### config.mk
export PLATFORM = sky130hd
export DESIGN_NAME = wm_cycle_controller
export DESIGN_NICKNAME = d
export VERILOG_FILES = /design/src/rtl/wm_pkg.sv /design/src/rtl/wm_phase_timer.sv /design/src/rtl/wm_cycle_controller.sv
export SDC_FILE = /design/constraint.sdc
export NUM_CORES = 1
export LEC_CHECK = 0
export CAP_MARGIN = 20
export CORE_MARGIN = 4
export CORE_UTILIZATION = 55
export CTS_CLUSTER_SIZE = 25
export DETAILED_ROUTE_END_ITERATION = 7
export GPL_TIMING_DRIVEN = 0
export PLACE_DENSITY_LB_ADDON = 0.08
export SLEW_MARGIN = 20
export SYNTH_ARGS = -nofsm -noshare
export SYNTH_HDL_FRONTEND = slang
export SYNTH_SLANG_ARGS = --single-unit
export TNS_END_PERCENT = 20
### constraint.sdc
create_clock -name clock -period 3.1 [get_ports clock]
set_input_delay 0.31 -clock clock [delete_from_list [all_inputs] [get_ports clock]]
set_output_delay 0.31 -clock clock [all_outputs]
set_load 0.03 [all_outputs]
### src/rtl/wm_pkg.sv
// Shared state encoding and fault codes for the washing-machine sequencer.
package wm_pkg;

  typedef enum logic [3:0] {
    ST_IDLE  = 4'd0,
    ST_READY = 4'd1,
    ST_FILL  = 4'd2,
    ST_HEAT  = 4'd3,
    ST_WASH  = 4'd4,
    ST_RINSE = 4'd5,
    ST_SPIN  = 4'd6,
    ST_FAULT = 4'd7
  } wm_state_e;

  localparam logic [2:0] FC_NONE    = 3'd0;
  localparam logic [2:0] FC_FILL_TO = 3'd1;
  localparam logic [2:0] FC_HEAT_TO = 3'd2;
  localparam logic [2:0] FC_OOB     = 3'd3;
  localparam logic [2:0] FC_MOTOR   = 3'd4;
  localparam logic [2:0] FC_LID     = 3'd5;

  // A paid cycle is in progress: extra coins are handed straight back.
  function automatic logic in_service(input wm_state_e s);
    return (s == ST_FILL) || (s == ST_HEAT) || (s == ST_WASH) ||
           (s == ST_RINSE) || (s == ST_SPIN) || (s == ST_FAULT);
  endfunction

endpackage

### src/rtl/wm_phase_timer.sv
// Saturating per-phase cycle counter; clear wins over enable.
module wm_phase_timer #(
  parameter int TIMER_W = 16
) (
  input  logic               clk,
  input  logic               rst_n,
  input  logic               clear,
  input  logic               enable,
  output logic [TIMER_W-1:0] count
);

  logic [TIMER_W-1:0] count_q, count_d;

  always_comb begin
    count_d = count_q;
    if (clear) begin
      count_d = '0;
    end else if (enable && (count_q != '1)) begin
      count_d = count_q + TIMER_W'(1);
    end
  end

  always_ff @(posedge clk or negedge rst_n) begin
    if (!rst_n) begin
      count_q <= '0;
    end else begin
      count_q <= count_d;
    end
  end

  assign count = count_q;

endmodule

### src/rtl/wm_cycle_controller.sv
// Washing-machine sequencer: coin credit, timed fill/heat, wash/rinse/spin
// passes, latched faults with bounded retry of the failed phase.
module wm_cycle_controller
  import wm_pkg::*;
#(
  parameter int COIN_PRICE    = 2,
  parameter int CREDIT_W      = 4,
  parameter int TIMER_W       = 16,
  parameter int FILL_TIMEOUT  = 1000,
  parameter int HEAT_TIMEOUT  = 2000,
  parameter int RINSE_REPEATS = 2,
  parameter int MAX_RETRY     = 2
) (
  input  logic                               clock,
  input  logic                               reset_n,
  input  logic                               sig_Coin,
  input  logic                               sig_Lid_Closed,
  input  logic                               sig_Cancel,
  input  logic                               sig_Full,
  input  logic                               sig_Temperature,
  input  logic                               sig_Completed,
  input  logic                               sig_Out_Of_Balance,
  input  logic                               sig_Motor_Failure,
  input  logic                               sig_Fault_Clear,
  output logic [3:0]                         state,
  output logic                               ready,
  output logic                               fill_Water_Operation,
  output logic                               heat_Water_Operation,
  output logic                               wash_Operation,
  output logic                               rinse_Operation,
  output logic                               spin_Operation,
  output logic                               water_Intake,
  output logic                               fault,
  output logic [2:0]                         fault_Code,
  output logic                               fault_Cleared,
  output logic                               coin_Return,
  output logic                               cycle_Done,
  output logic [CREDIT_W-1:0]                credit,
  output logic [$clog2(RINSE_REPEATS+1)-1:0] rinse_Count
);

  localparam int RC_W = $clog2(RINSE_REPEATS + 1);
  localparam int RT_W = (MAX_RETRY < 1) ? 1 : $clog2(MAX_RETRY + 1);

  wm_state_e         state_q, state_d;
  wm_state_e         resume_q, resume_d;
  logic [CREDIT_W-1:0] credit_q, credit_d;
  logic [RC_W-1:0]   rinse_q, rinse_d;
  logic [RT_W-1:0]   retry_q, retry_d;
  logic [2:0]        fault_code_q, fault_code_d;
  logic              coin_return_q, coin_return_d;
  logic              cycle_done_q, cycle_done_d;
  logic              fault_cleared_q, fault_cleared_d;

  logic                reenter;
  logic                go_fault;
  logic [2:0]          fault_cause;
  logic [CREDIT_W-1:0] credit_plus;
  logic [RC_W-1:0]     rinse_next;
  logic [TIMER_W-1:0]  timer_count;
  logic                timer_clear;
  logic                timer_en;

  // Credit as it would stand after this cycle's coin, saturating at all-ones.
  assign credit_plus = (sig_Coin && (credit_q != '1)) ? credit_q + CREDIT_W'(1) : credit_q;
  assign rinse_next  = rinse_q + RC_W'(1);

  assign timer_clear = (state_d != state_q) || reenter;
  assign timer_en    = (state_q == ST_FILL) || (state_q == ST_HEAT);

  wm_phase_timer #(
    .TIMER_W(TIMER_W)
  ) u_timer (
    .clk   (clock),
    .rst_n (reset_n),
    .clear (timer_clear),
    .enable(timer_en),
    .count (timer_count)
  );

  always_comb begin
    // NOTE: every signal written here gets a default first, so no path can
    // leave one unassigned and infer a latch.
    state_d         = state_q;
    resume_d        = resume_q;
    credit_d        = credit_q;
    rinse_d         = rinse_q;
    retry_d         = retry_q;
    fault_code_d    = fault_code_q;
    coin_return_d   = in_service(state_q) && sig_Coin;
    cycle_done_d    = 1'b0;
    fault_cleared_d = 1'b0;
    reenter         = 1'b0;
    go_fault        = 1'b0;
    fault_cause     = FC_NONE;

    case (state_q)
      ST_IDLE: begin
        if (sig_Cancel && (credit_q != '0)) begin
          coin_return_d = 1'b1;
          credit_d      = '0;
        end else begin
          credit_d = credit_plus;
          if (credit_plus >= CREDIT_W'(COIN_PRICE)) state_d = ST_READY;
        end
      end

      ST_READY: begin
        if (sig_Cancel) begin
          coin_return_d = 1'b1;
          credit_d      = '0;
          state_d       = ST_IDLE;
        end else if (sig_Lid_Closed) begin
          credit_d = credit_plus - CREDIT_W'(COIN_PRICE);
          retry_d  = '0;
          rinse_d  = '0;
          state_d  = ST_FILL;
        end else begin
          credit_d = credit_plus;
        end
      end

      ST_FILL: begin
        if (!sig_Lid_Closed) begin
          go_fault = 1'b1; fault_cause = FC_LID;
        end else if (sig_Full) begin
          state_d = ST_HEAT;
        end else if (timer_count == TIMER_W'(FILL_TIMEOUT - 1)) begin
          go_fault = 1'b1; fault_cause = FC_FILL_TO;
        end
      end

      ST_HEAT: begin
        if (!sig_Lid_Closed) begin
          go_fault = 1'b1; fault_cause = FC_LID;
        end else if (sig_Temperature) begin
          state_d = ST_WASH;
        end else if (timer_count == TIMER_W'(HEAT_TIMEOUT - 1)) begin
          go_fault = 1'b1; fault_cause = FC_HEAT_TO;
        end
      end

      ST_WASH: begin
        if (!sig_Lid_Closed) begin
          go_fault = 1'b1; fault_cause = FC_LID;
        end else if (sig_Completed) begin
          state_d = ST_RINSE;
        end else if (sig_Out_Of_Balance) begin
          go_fault = 1'b1; fault_cause = FC_OOB;
        end
      end

      ST_RINSE: begin
        if (!sig_Lid_Closed) begin
          go_fault = 1'b1; fault_cause = FC_LID;
        end else if (sig_Completed) begin
          rinse_d = rinse_next;
          if (rinse_next == RC_W'(RINSE_REPEATS)) state_d = ST_SPIN;
          else reenter = 1'b1;
        end else if (sig_Motor_Failure) begin
          go_fault = 1'b1; fault_cause = FC_MOTOR;
        end
      end

      ST_SPIN: begin
        if (!sig_Lid_Closed) begin
          go_fault = 1'b1; fault_cause = FC_LID;
        end else if (sig_Completed) begin
          cycle_done_d = 1'b1;
          state_d      = ST_IDLE;
        end else if (sig_Motor_Failure) begin
          go_fault = 1'b1; fault_cause = FC_MOTOR;
        end else if (sig_Out_Of_Balance) begin
          go_fault = 1'b1; fault_cause = FC_OOB;
        end
      end

      ST_FAULT: begin
        if (sig_Cancel) begin
          coin_return_d   = 1'b1;
          fault_cleared_d = 1'b1;
          fault_code_d    = FC_NONE;
          state_d         = ST_IDLE;
        end else if (sig_Fault_Clear && sig_Lid_Closed) begin
          fault_cleared_d = 1'b1;
          fault_code_d    = FC_NONE;
          if (retry_q < RT_W'(MAX_RETRY)) begin
            retry_d = retry_q + RT_W'(1);
            state_d = resume_q;
          end else begin
            coin_return_d = 1'b1;
            state_d       = ST_IDLE;
          end
        end
      end

      default: state_d = ST_IDLE;
    endcase

    if (go_fault) begin
      state_d      = ST_FAULT;
      resume_d     = state_q;
      fault_code_d = fault_cause;
    end
  end

  always_ff @(posedge clock or negedge reset_n) begin
    if (!reset_n) begin
      state_q         <= ST_IDLE;
      resume_q        <= ST_IDLE;
      credit_q        <= '0;
      rinse_q         <= '0;
      retry_q         <= '0;
      fault_code_q    <= FC_NONE;
      coin_return_q   <= 1'b0;
      cycle_done_q    <= 1'b0;
      fault_cleared_q <= 1'b0;
    end else begin
      // NOTE: non-blocking so every flop samples values from before the edge.
      state_q         <= state_d;
      resume_q        <= resume_d;
      credit_q        <= credit_d;
      rinse_q         <= rinse_d;
      retry_q         <= retry_d;
      fault_code_q    <= fault_code_d;
      coin_return_q   <= coin_return_d;
      cycle_done_q    <= cycle_done_d;
      fault_cleared_q <= fault_cleared_d;
    end
  end

  assign state                = state_q;
  assign ready                = (state_q == ST_READY);
  assign fill_Water_Operation = (state_q == ST_FILL);
  assign heat_Water_Operation = (state_q == ST_HEAT);
  assign wash_Operation       = (state_q == ST_WASH);
  assign rinse_Operation      = (state_q == ST_RINSE);
  assign spin_Operation       = (state_q == ST_SPIN);
  assign water_Intake         = (state_q == ST_FILL);
  assign fault                = (state_q == ST_FAULT);
  assign fault_Code           = fault_code_q;
  assign fault_Cleared        = fault_cleared_q;
  assign coin_Return          = coin_return_q;
  assign cycle_Done           = cycle_done_q;
  assign credit               = credit_q;
  assign rinse_Count          = rinse_q;

endmodule

==> results_dict.tcl <==
set metrics [dict create \
    top_layer_used "met4" \
    final_area_um2 3170 \
    status "finished clean" \
    path_max_fanout 10 \
    dr_wl_met2_mm 3.03 \
    synthDistinctLibCells 68 \
    startpoint_type "flip-flop" \
    fin_crit_sh_pct 87.7 \
    wl_met1_mm 2.84 \
    yosysSeqAreaShare_pct 36.5 \
    switching_power_mw 1.37 \
    max_freq_mhz 368 \
    r2r_cells 9 \
    critPathSlowestCell "clkdlybuf4s50_1" \
    synth_enable_flop_cells 0 \
    slowest_delay_ps 800 \
    crit_required_ps 2790 \
    synth_flop_cell "dfrtp_1" \
    routed_via_density 6.08 \
    worstSetupPathType "flip-flop to output pin" \
    final_common_cell "dfrtp_1" \
    io_pins 35 \
    dpl_cell_area_um2 3020 \
    p_seq_share_pct 23.7 \
    grt_max_degree 21 \
    drc 0 \
    layout_common_cells "dfrtp_1 (38), clkdlybuf4s50_1 (31), nand2_1 (27), nor2_1 (22), nand3_1 (20)" \
    dpl_worst_slack_ps 299 \
    detail_route.iter0.violations 248 \
    finalSetupViolCount 0 \
    cts_sinks 38 \
    synth_largest_area_cell "dfrtp_1" \
    p_int_mw 1.72 \
    cts.path.max_buffers 2 \
    hold_viol 0 \
    clk_pin_slew_ps 80 \
    ant_nets 0 \
    portBuffers 32 \
    min_period_ps 2720 \
    p_clk_share_pct 16.6 \
    dieArea_um2 5910 \
    dr_wl_met3_um 378 \
    drive_gt1_share_pct 16.3 \
    hpwl_mm 4.80 \
    grt-ovfl-total 0 \
    cp_num_cells 3 \
    whs_path_depth 3 \
    ir_drop_v 0.000707 \
    synth_area_um2 2610 \
    synth_warnings 0 \
    syn_to_final_growth_pct 21.5 \
    fin_skew_ps 7.73 \
    die_w_um 76.9 \
    ys_async_sr_fraction_pct 100 \
    numCtsBuffers 5 \
    hold_path.class "input pin to flip-flop" \
    hold_ws_ps 390 \
    netlist.area_leader.share_pct 36.5 \
    route.vias.total 2297 \
    synthCells 284 \
    drt_wl_total_mm 6.34 \
    worstSkewPairLatency_ps 300 \
    arrival_ps 2410 \
    crit_chain "buf_4 > nor4b_2 > clkdlybuf4s50_1" \
    end_kind "output pin" \
    power_switching_share_pct 44.3 \
    synth_area_leaders "dfrtp_1 (36%), xor2_1 (4.0%), nand2_1 (3.9%)" \
    report.final.slew_viol_count 0 \
    power_frac_comb_pct 59.7 \
    synth.avg_cell_area_um2 9.19 \
    syn_nets 300 \
    rows 24 \
    grt_pass1_wl_mm 10.8 \
    nets 341 \
    max_slew.worst_pin.slew_ps 808 \
    dr.pass1.iters 4 \
    wl_per_cell_um 16.8 \
    core_um2 4470 \
    die_h_um 76.9 \
    power.density_nw_per_um2 974 \
    relSlewSlack_pct 45.7 \
    cts_max_level 2 \
    cts-root-buf "clkbuf_8" \
    cp_top_family "buffers and inverters" \
    initial_utilization_pct 58.3 \
    post_cts_buffers 0 \
    worst-path-buf-inv 2 \
    tns_ps 0 \
    antenna_found_initial 0 \
    gr-usage-all-layers_pct 22.4 \
    grt_pass1_vias 2269 \
    rsz0062_at_grt "no" \
    gp_congestion 0.899 \
    ys_ff_latch 38 \
    setup_ws_ps 382 \
    drv_cap 0 \
    p_leak_nw 1.28 \
    antennaDiodeCount 0 \
    tritoncts "done" \
]
## repair_timing
action | 4_1_cts | 5_1_grt
resized for setup | 0 | 0
hold endpoints to repair | 19 | 0
hold buffers | 1 | 0
## cell usage after synthesis, drive strengths merged (2+ instances only)
library cell,n
a22o,3
xnor2,8
nor3,10
a21oi,13
buf,13
nor4,4
dfrtp,38
a211oi,2
nand3b,2
nand2b,6
nor2,32
nor4b,2
nor2b,6
o311ai,2
and2,4
inv,10
nand4,7
nand4b,2
and4b,3
or3b,3
ha,5
and3,3
nand2,27
a21o,2
a41oi,3
o21ai,8
xor2,12
clkbuf,2
a31oi,4
nand3,20
nor4bb,2
nor3b,2
a32o,2
mux2i,3
## area by class of cell
cell class	instances	area (um^2)
sequential	38	951
tap	52	65.1
fill	367	1300
multi-input combinational	221	1530
clock buffer	5	68.8
buffer	15	101
timing repair buffer	34	353
clock inverter	3	68.8
inverter	10	37.5
## cell families (layout without fill, tap and decap cells)
| logic type | Yosys count | in the layout | share of synthesized area (%) |
|---|---|---|---|
| XOR/XNOR | 20 | 20 | 7.00 |
| AO/OA/AOI/OAI | 53 | 53 | 15.8 |
| AND/OR/NAND/NOR | 140 | 140 | 31.9 |
| flip-flops | 38 | 38 | 36.5 |
| buffers and inverters | 25 | 67 | 5.32 |
| adder cells (fa/ha/maj) | 5 | 5 | 2.40 |
| multiplexers | 3 | 3 | 1.15 |
## tightest hold or removal path: cells and delay by family
family                 cells  cell delay (ps)
buffers and inverters      1              150
and+or+nand+nor            2              180
## routing by layer
metal	global-route usage [%]	vias up
met5	0	-
met4	6.70	0
met3	4.33	12
met2	37.4	77
met1	29.3	1103
li1	-	1105
## sequential cells by signal (all words and copies together) (netlist names)
| name | flops |
|---|---|
| coin_Return | 1 |
| credit | 4 |
| cycle_Done | 1 |
| fault_Cleared | 1 |
| fault_Code | 3 |
| resume_q | 4 |
| retry_q | 2 |
| rinse_Count | 2 |
| state | 4 |
| u_timer.count | 16 |
## power by group through the flow
stage	registers [mW]	logic [mW]	clock network (mW)
global placement	0.736	1.80	0
finish	0.733	1.84	0.511
CTS	0.732	1.84	0.518
global route	0.756	2.00	0.540
detailed placement	0.743	1.82	0
floorplan	0.888	1.15	0
## worst paths after layout
| check | from | end | slack [ps] |
|---|---|---|---|
| worst min register to register | resume_q[1] | resume_q[1] | 490 |
| worst min-delay path | sig_Lid_Closed | state[3] | 390 |
| worst max register to register | credit[0] | u_timer.count[4] | 400 |
| worst max-delay path | state[2] | ready | 380 |
| max in group asynchronous | reset_n | rinse_Count[0] | 2100 |
| min in group asynchronous | reset_n | state[2] | 520 |
## metrics by stage
stage	instances	total power, mW	util (%)
2_1_floorplan	284	2.04	-
3_3_place_gp	368	2.53	67.1
3_5_place_dp	369	2.56	67.6
4_1_cts	378	3.09	70.9
5_1_grt	378	3.29	70.9
6_report	378	3.09	70.9
Note: power is estimated with default switching activity, not from simulation.
